$ cat src/rtl/mdu_pkg.sv
// ---------------------------------------------------------------------------
// mdu_pkg
// Definitions shared by the multiply/divide unit and its issue controller, so
// that both ends of the start/busy handshake agree on op codes, latencies and
// the issue-controller state encoding.
// ---------------------------------------------------------------------------
package mdu_pkg;

   // Operation codes carried on MDUOp; bit 1 distinguishes divide from multiply
   typedef enum logic [2:0] {
      MDU_MULU = 3'b000,
      MDU_MUL  = 3'b001,
      MDU_DIVU = 3'b010,
      MDU_DIV  = 3'b011
   } mdu_op_e;

   // Busy-cycle counts of the MDU and the mirror counter width that holds them
   localparam int MUL_LAT_DEF = 5;
   localparam int DIV_LAT_DEF = 10;
   localparam int CW_DEF      = 4;

   // Issue controller states: nothing outstanding / one operation in flight
   typedef enum logic {
      ST_IDLE = 1'b0,
      ST_WAIT = 1'b1
   } issue_st_e;

   // Divides are the ops with bit 1 set; they take the long latency
   function automatic logic op_is_div(input logic [2:0] op);
      return op[1];
   endfunction

endpackage

$ cat src/rtl/md_lat_mirror.sv
// ---------------------------------------------------------------------------
// md_lat_mirror
// Local copy of the MDU latency: a loadable down-counter that runs while an
// operation is in flight, plus a comparator against the MDU's busy output.
//
// Ports:
//   clk, reset   clock and synchronous active-high reset
//   load         launch this cycle; counter takes load_val at the next edge
//   load_val     latency of the launched operation
//   mdu_busy     busy flag coming back from the MDU
//   ctr_nz       counter non-zero (operation still outstanding)
//   ctr_last     counter equals 1 (final busy cycle)
//   mismatch     MDU busy disagrees with the mirror in a non-reset cycle
// ---------------------------------------------------------------------------
module md_lat_mirror #(
   parameter int CW = 4
) (
   input  logic          clk,
   input  logic          reset,
   input  logic          load,
   input  logic [CW-1:0] load_val,
   input  logic          mdu_busy,
   output logic          ctr_nz,
   output logic          ctr_last,
   output logic          mismatch
);

   logic [CW-1:0] ctr;

   // The counter only ever decrements from a non-zero value, so it cannot wrap
   always_ff @(posedge clk) begin
      if (reset) begin
         ctr <= '0;
      end else if (load) begin
         ctr <= load_val;
      end else if (ctr != '0) begin
         ctr <= ctr - CW'(1);
      end
   end

   assign ctr_nz   = (ctr != '0);
   assign ctr_last = (ctr == CW'(1));
   assign mismatch = ~reset & (mdu_busy != ctr_nz);

endmodule

$ cat src/rtl/mdu_issue_ctrl.sv
// ---------------------------------------------------------------------------
// mdu_issue_ctrl
// Initiator side of the start/busy multiply-divide handshake at the D/E
// boundary. Launches mult/div and mthi/mtlo from E into the MDU, stalls D-stage
// MDU users while an operation is in flight, suppresses launches when an
// interrupt flushes E, and flags any disagreement with the MDU's busy timing.
//
// Ports:
//   clk, reset    clock and synchronous active-high reset
//   IntReq        interrupt/exception taken; E-stage instruction is flushed
//   e_md_valid    E holds mult/multu/div/divu, op code on e_md_op
//   e_mthi        E holds mthi
//   e_mtlo        E holds mtlo
//   d_md_use      D holds an instruction that touches the MDU or HI/LO
//   mdu_busy      busy flag from the MDU
//   start         launch pulse to the MDU
//   MDUOp         op code to the MDU, zero when not launching
//   HIWrite       write HI from operand A
//   LOWrite       write LO from operand A
//   stall         freeze PC/D and bubble into E
//   proto_err     sticky handshake-mismatch flag, cleared only by reset
// ---------------------------------------------------------------------------
module mdu_issue_ctrl
   import mdu_pkg::*;
#(
   parameter int MUL_LAT = MUL_LAT_DEF,
   parameter int DIV_LAT = DIV_LAT_DEF,
   parameter int CW      = CW_DEF
) (
   input  logic       clk,
   input  logic       reset,
   input  logic       IntReq,
   input  logic       e_md_valid,
   input  logic [2:0] e_md_op,
   input  logic       e_mthi,
   input  logic       e_mtlo,
   input  logic       d_md_use,
   input  logic       mdu_busy,
   output logic       start,
   output logic [2:0] MDUOp,
   output logic       HIWrite,
   output logic       LOWrite,
   output logic       stall,
   output logic       proto_err
);

   // Latencies must be non-zero and fit the mirror counter
   if (MUL_LAT < 1 || MUL_LAT >= (1 << CW)) begin : g_bad_mul_lat
      $error("mdu_issue_ctrl: MUL_LAT must be >= 1 and < 2**CW");
   end
   if (DIV_LAT < 1 || DIV_LAT >= (1 << CW)) begin : g_bad_div_lat
      $error("mdu_issue_ctrl: DIV_LAT must be >= 1 and < 2**CW");
   end

   issue_st_e     st;
   issue_st_e     st_next;
   logic          launch;
   logic [CW-1:0] lat_val;
   logic          ctr_nz;
   logic          ctr_last;
   logic          mismatch;
   logic          multi_src;
   logic          leak;

   assign lat_val = op_is_div(e_md_op) ? CW'(DIV_LAT) : CW'(MUL_LAT);

   md_lat_mirror #(
      .CW(CW)
   ) u_mirror (
      .clk      (clk),
      .reset    (reset),
      .load     (launch),
      .load_val (lat_val),
      .mdu_busy (mdu_busy),
      .ctr_nz   (ctr_nz),
      .ctr_last (ctr_last),
      .mismatch (mismatch)
   );

   // State register; reset abandons any outstanding op because the MDU is
   // reset by the same signal
   always_ff @(posedge clk) begin
      if (reset) begin
         st <= ST_IDLE;
      end else begin
         st <= st_next;
      end
   end

   // Next state and output decode. Everything is held low during reset.
   // The launch cycle already stalls D because MDU busy only rises at the
   // next edge. Leaving WAIT on an unexpectedly empty counter keeps the FSM
   // from locking up should the two ever disagree.
   always_comb begin
      st_next = st;
      launch  = 1'b0;
      HIWrite = 1'b0;
      LOWrite = 1'b0;
      stall   = 1'b0;
      if (!reset) begin
         case (st)
            ST_IDLE: begin
               launch  = e_md_valid & ~IntReq;
               HIWrite = e_mthi & ~e_md_valid & ~IntReq;
               LOWrite = e_mtlo & ~e_md_valid & ~e_mthi & ~IntReq;
               stall   = d_md_use & launch;
               if (launch) begin
                  st_next = ST_WAIT;
               end
            end
            ST_WAIT: begin
               stall = d_md_use;
               if (ctr_last || !ctr_nz) begin
                  st_next = ST_IDLE;
               end
            end
            default: begin
               st_next = ST_IDLE;
            end
         endcase
      end
   end

   assign start = launch;
   assign MDUOp = launch ? e_md_op : 3'b000;

   // Only one MDU source may be present in E at a time, and none may reach E
   // while an op is outstanding (that would mean the stall leaked)
   assign multi_src = (e_md_valid & e_mthi) | (e_md_valid & e_mtlo) | (e_mthi & e_mtlo);
   assign leak      = (st == ST_WAIT) & (e_md_valid | e_mthi | e_mtlo);

   // Sticky protocol error flag
   always_ff @(posedge clk) begin
      if (reset) begin
         proto_err <= 1'b0;
      end else if (multi_src || leak || mismatch) begin
         proto_err <= 1'b1;
      end
   end

endmodule

$ cat config.mk
export PLATFORM = sky130hd
export DESIGN_NAME = mdu_issue_ctrl
export DESIGN_NICKNAME = d
export VERILOG_FILES = /design/src/rtl/mdu_pkg.sv /design/src/rtl/md_lat_mirror.sv /design/src/rtl/mdu_issue_ctrl.sv
export SDC_FILE = /design/constraint.sdc
export NUM_CORES = 1
export LEC_CHECK = 0
export ABC_AREA = 1
export CAP_MARGIN = 10
export CORE_AREA = 2 2 39 41
export CTS_BUF_LIST = sky130_fd_sc_hd__clkbuf_8 sky130_fd_sc_hd__clkbuf_16
export DETAILED_ROUTE_END_ITERATION = 6
export DIE_AREA = 0 0 41 43
export DONT_BUFFER_PORTS = 1
export SLEW_MARGIN = 30
export SYNTH_ARGS = -nofsm -noshare
export SYNTH_HDL_FRONTEND = slang
export SYNTH_SLANG_ARGS = --single-unit
$ cat constraint.sdc
create_clock -name clk -period 1.4 [get_ports clk]
set_input_delay 0.28 -clock clk [delete_from_list [all_inputs] [get_ports clk]]
set_output_delay 0.28 -clock clk [all_outputs]
set_load 0.02 [all_outputs]
Word-level counts from Yosys, hierarchy flattened:

Cells that the tools add are included.

* register bits after elaboration: 6
* bits of input ports: 11
* output and inout port bits: 8
* word-level logic and storage cells: 48

* add/subtract/negate cells: 1
* eq/ne operators: 2
* muxes and demuxes: 15
* bitwise operators: 21
* reductions and logical operators: 6

Operators with widths (number)
* bitwise AND 1 bit: 12
* 2-to-1 mux 4 bit: 3
* 2-to-1 mux 1 bit: 9
* inverter 1 bit: 5
* equality test 4 x 1 -> 1 bit (second input constant): 1
* OR 1 bit: 4
* one-hot mux 1 bit (2 select lines): 2
* nonzero test 4 bit: 1
* subtractor 4 x 1 -> 4 bit (second input constant): 1
* logical OR 1 bit: 3
* 2-to-1 mux 3 bit: 1
* nonzero test 2 bit: 1
* logical NOT 1 bit: 1
* != test 1 bit: 1

Longest topological paths before layout:

* word-level depth: 6
* gate-level depth with buffers: 7
* depth with buffers taken out: 7

Modules after synthesis:

Synthesis repeated with hierarchy kept, for this count alone.

* cells, all modules: 79
* area total of the unflattened synthesis: 471.7 um^2

By module, submodules not included
* md_lat_mirror: instances 1, cells an instance 48, area an instance 300.3 um^2, sequential area each 80.1 um^2
* mdu_issue_ctrl: instances 1, cells an instance 31, area an instance 171.4 um^2, sequential area each 40.0 um^2

Least setup slack after synthesis:

OpenSTA, ideal clock, no wires.

* path type: input to output
* start point: in e_md_valid
* end point: out LOWrite
* data arrival time: 1.162 ns
* data required time: 1.120 ns
* slack: -0.042 ns
* cell stages on the path: 2
* path buffers: 1
* path through: buf_4 -> nor4_1

* longest elaborated chain between the ends: 6

RTL lines
* start: declaration: line mdu_issue_ctrl.sv:33 `input logic e_md_valid,`
* inverter 1 bit: line mdu_issue_ctrl.sv:105 `LOWrite = e_mtlo & ~e_md_valid & ~e_mthi & ~IntReq;`
* bitwise AND 1 bit (3 in a row): line mdu_issue_ctrl.sv:105
* 2-to-1 mux 1 bit: line mdu_issue_ctrl.sv:101 `case (st)`
* 2-to-1 mux 1 bit: line mdu_issue_ctrl.sv:100 `if (!reset) begin`
* end: declaration: line mdu_issue_ctrl.sv:42 `output logic LOWrite,`

Every way passes these cells.

Worst setup path in the final report:

* start point: reg st
* end point: out MDUOp[0]

* longest elaborated chain between the ends: 3

RTL lines
* start: declaration: line mdu_issue_ctrl.sv:55 `issue_st_e st;`
* start signal: assignment: line mdu_issue_ctrl.sv:86 `st <= st_next;`
* 2-to-1 mux 1 bit: line mdu_issue_ctrl.sv:101
* 2-to-1 mux 1 bit: line mdu_issue_ctrl.sv:100
* 2-to-1 mux 3 bit: line mdu_issue_ctrl.sv:125 `assign MDUOp = launch ? e_md_op : 3'b000;`
* end: declaration: line mdu_issue_ctrl.sv:40 `output logic [2:0] MDUOp,`

Every way passes these cells.

==> run_results.csv <==
group,metric,value,unit
status,outcome,"complete, no violations",
yosys,syn-cell-area,455,um2
timing,setup_viol,0,
yosys,yosysTopAreaCell,"dfxtp_1",
drt,drtIter0Drc,3,
timing,relSlewSlack,83.8,%
setup_path,critPathMaxFanout,6,
setup_path,rr_worst_depth,7,
yosys,syn_area_per_cell,6.33,um2
yosys,synth_cell_types,21,
global_routing,grt_usage,12.9,%
cells_and_area,area_growth,30.5,%
clock_tree,cts_tree,"done",
pwr,peakVddDrop,0.557,mV
placement,post-dp-hpwl,742,um
timing,finalCritPeriodShare,99.6,%
yosys,synth_top_family_by_area,"simple AND/OR/NAND/NOR gates",
cells_and_area,layout-drive-gt1-share,33.3,%
yosys,ys_seq_area_share,26.4,%
drt,vias,447,
global_routing,antenna_found_initial,0,
floorplan,io_pins,19,
floorplan,dieArea,0.00176,mm2
setup_path,crit_path_end_kind,"output port",
timing,slew_viol_final,0,
placement,gp_congestion,0.721,
timing,hold_slack,0.113,ns
drt,drtAntennaViolNets,0,
yosys,synth_edf_count,0,
setup_path,crit_type,"reg2out",
timing,tightest_slew,0.243,ns
pwr,power.density,1640,mW/mm2
clock_tree,ctsHtreeMaxLevel,1,
yosys,netlist_instances,72,
cells_and_area,antenna_cells,0,
floorplan,fp.dieW,41,um
drt,routed_wl,984,um
yosys,synth_fa_ha_area_share,5.49,%
yosys,syn-num-nets,85,
yosys,synth-main-ff-cell,"dfxtp_1",
clock_tree,root_buffer,"clkbuf_8",
floorplan,rows,14,
yosys,synth-xor-area-share,1.92,%
yosys,yosysWarnings,0,
drt,drt-pass1-iter-count,2,
setup_path,critPathLaunchType,"flip-flop",
yosys,synthMuxAreaShare,0,%
setup_path,arrival,1.11,ns
timing,rsz0062_at_grt,"true",
clock_tree,clk_latency,0.22,ns
global_routing,grt_overflow,0,
pwr,finalPower,974,uW
floorplan,design.core.area,0.00138,mm2
floorplan,dieHeight,43,um
timing,fin_skew,0.00146,ns
job,cap_viol_max_count,0,
drt,avgViaCountPerCell,4.61,
drt,drc_errors,0,
hold_path,min_path_cells,1,
floorplan,initial_core_util,32.9,%
yosys,synth_compound_area_share,11.8,%
clock_tree,cts_buffers,3,
yosys,ys_top_cells_by_area,"dfxtp_1 26%, nand2_1 15%, inv_1 9.1%",
timing,hold_viol,0,
pwr,p_leak,0.000302,uW
yosys,yosys_register_bits,6,
clock_tree,cts_max_path_buffers,2,
timing,fmax,717,MHz
clock_tree,cts_sinks,6,
global_routing,grt_pass1_wl,1500,um
yosys,ys_top_cells_by_count,"18 x nand2_1, 11 x inv_1, 9 x nor2_1, 6 x a21oi_1, 6 x dfxtp_1",
yosys,synthSimpleGateAreaFrac,40.7,%
drt,wl_per_cell,10.1,um
hold_path,min_path_type,"in2reg",
placement,portBuffers,0,
yosys,synth_top_area_share,26.4,%
yosys,yosysMostFrequentCell,"nand2_1",
setup_path,crit_required,1.12,ns
cells_and_area,nets,96,
global_routing,grt_pass1_vias,402,
yosys,async_reset_ff_share,0,%
global_routing,grt_max_degree,10,
timing,fin_crit,1.39,ns
clock_tree,path_clk_slew,0.04,ns
==> metrics by stage <==
| stage | utilization (%) | TNS, ns | std cells | area [um2] | setup WS, ns |
|---|---|---|---|---|---|
| detailed placement | 37.0 | 0 | 92 | 512 | 0.176 |
| CTS | 40.5 | 0 | 95 | 561 | 0.000798 |
| finish | 42.9 | 0 | 97 | 594 | 0.00591 |
| global route | 42.9 | -0.0282 | 97 | 594 | -0.0282 |
| global placement | 37.0 | 0 | 92 | 512 | 0.194 |
| floorplan | - | 0 | 72 | 462 | 0.0733 |
==> placed cells by master (no fill, tap or decap), types with 3 or more instances in the layout <==
master    count
nor2_2        4
nand2_1      18
clkbuf_8      3
inv_1        10
nor2_1        6
inv_2         3
dfxtp_1       5
a21oi_1       6
buf_4         5
==> what timing repair did <==
action,4_1_cts,5_1_grt
hold buffers,0,0
setup endpoints to repair,2,5
pin swaps,1,2
buffers inserted,0,2
resized for setup,2,7
==> registers in the layout, indices dropped and copies added, names as in the netlist <==
| name | cells |
|---|---|
| proto_err | 1 |
| st | 1 |
| u_mirror.ctr | 4 |
==> layout make-up <==
| cell class | count | area [um2] |
|---|---|---|
| flip-flops and latches | 6 | 121 |
| clock buffers | 3 | 41.3 |
| repair buffers | 7 | 60.1 |
| inverters | 14 | 55.1 |
| well taps | 16 | 20.0 |
| multi-input cells | 51 | 297 |
| fillers | 153 | 790 |
==> worst paths after layout <==
check	to	slack, ns	startpoint
setup / recovery	MDUOp[0]	0.006	st$_SDFF_PP0_
hold / removal	st$_SDFF_PP0_	0.11	reset
setup reg to reg	u_mirror.ctr[3]$_SDFFE_PP0P_	0.19	u_mirror.ctr[0]$_SDFFE_PP0P_
hold reg to reg	st$_SDFF_PP0_	0.48	st$_SDFF_PP0_
==> metal layers <==
layer,track usage [%],part of all wire (%),vias up
met5,0,0,-
met4,12.0,2.9,0
met3,1.57,4.5,4
met2,21.3,54,12
met1,12.6,38,190
li1,-,-,241
==> kinds of logic (layout without fill, tap and decap cells) <==
family / Yosys count / after routing
flip-flops: 6 / 6
buffers and inverters: 15 / 24
XOR/XNOR: 1 / 1
AO/OA/AOI/OAI: 10 / 10
adder cells (fa/ha/maj): 2 / 2
AND/OR/NAND/NOR: 38 / 38
==> report_power, final <==
| part | internal [uW] | switching [uW] |
|---|---|---|
| sequential | 226 | 47.0 |
| clock | 185 | 77.7 |
| combinational | 175 | 263 |
==> worst max-delay path, cell delays in order, from the launching register on <==
cell and delay, ns:
dfxtp_2 0.33, nor2_4 0.15, nand3_4 0.13, nor2_2 0.14, buf_6 0.14
No activity file was read; power rests on OpenSTA's default activity.
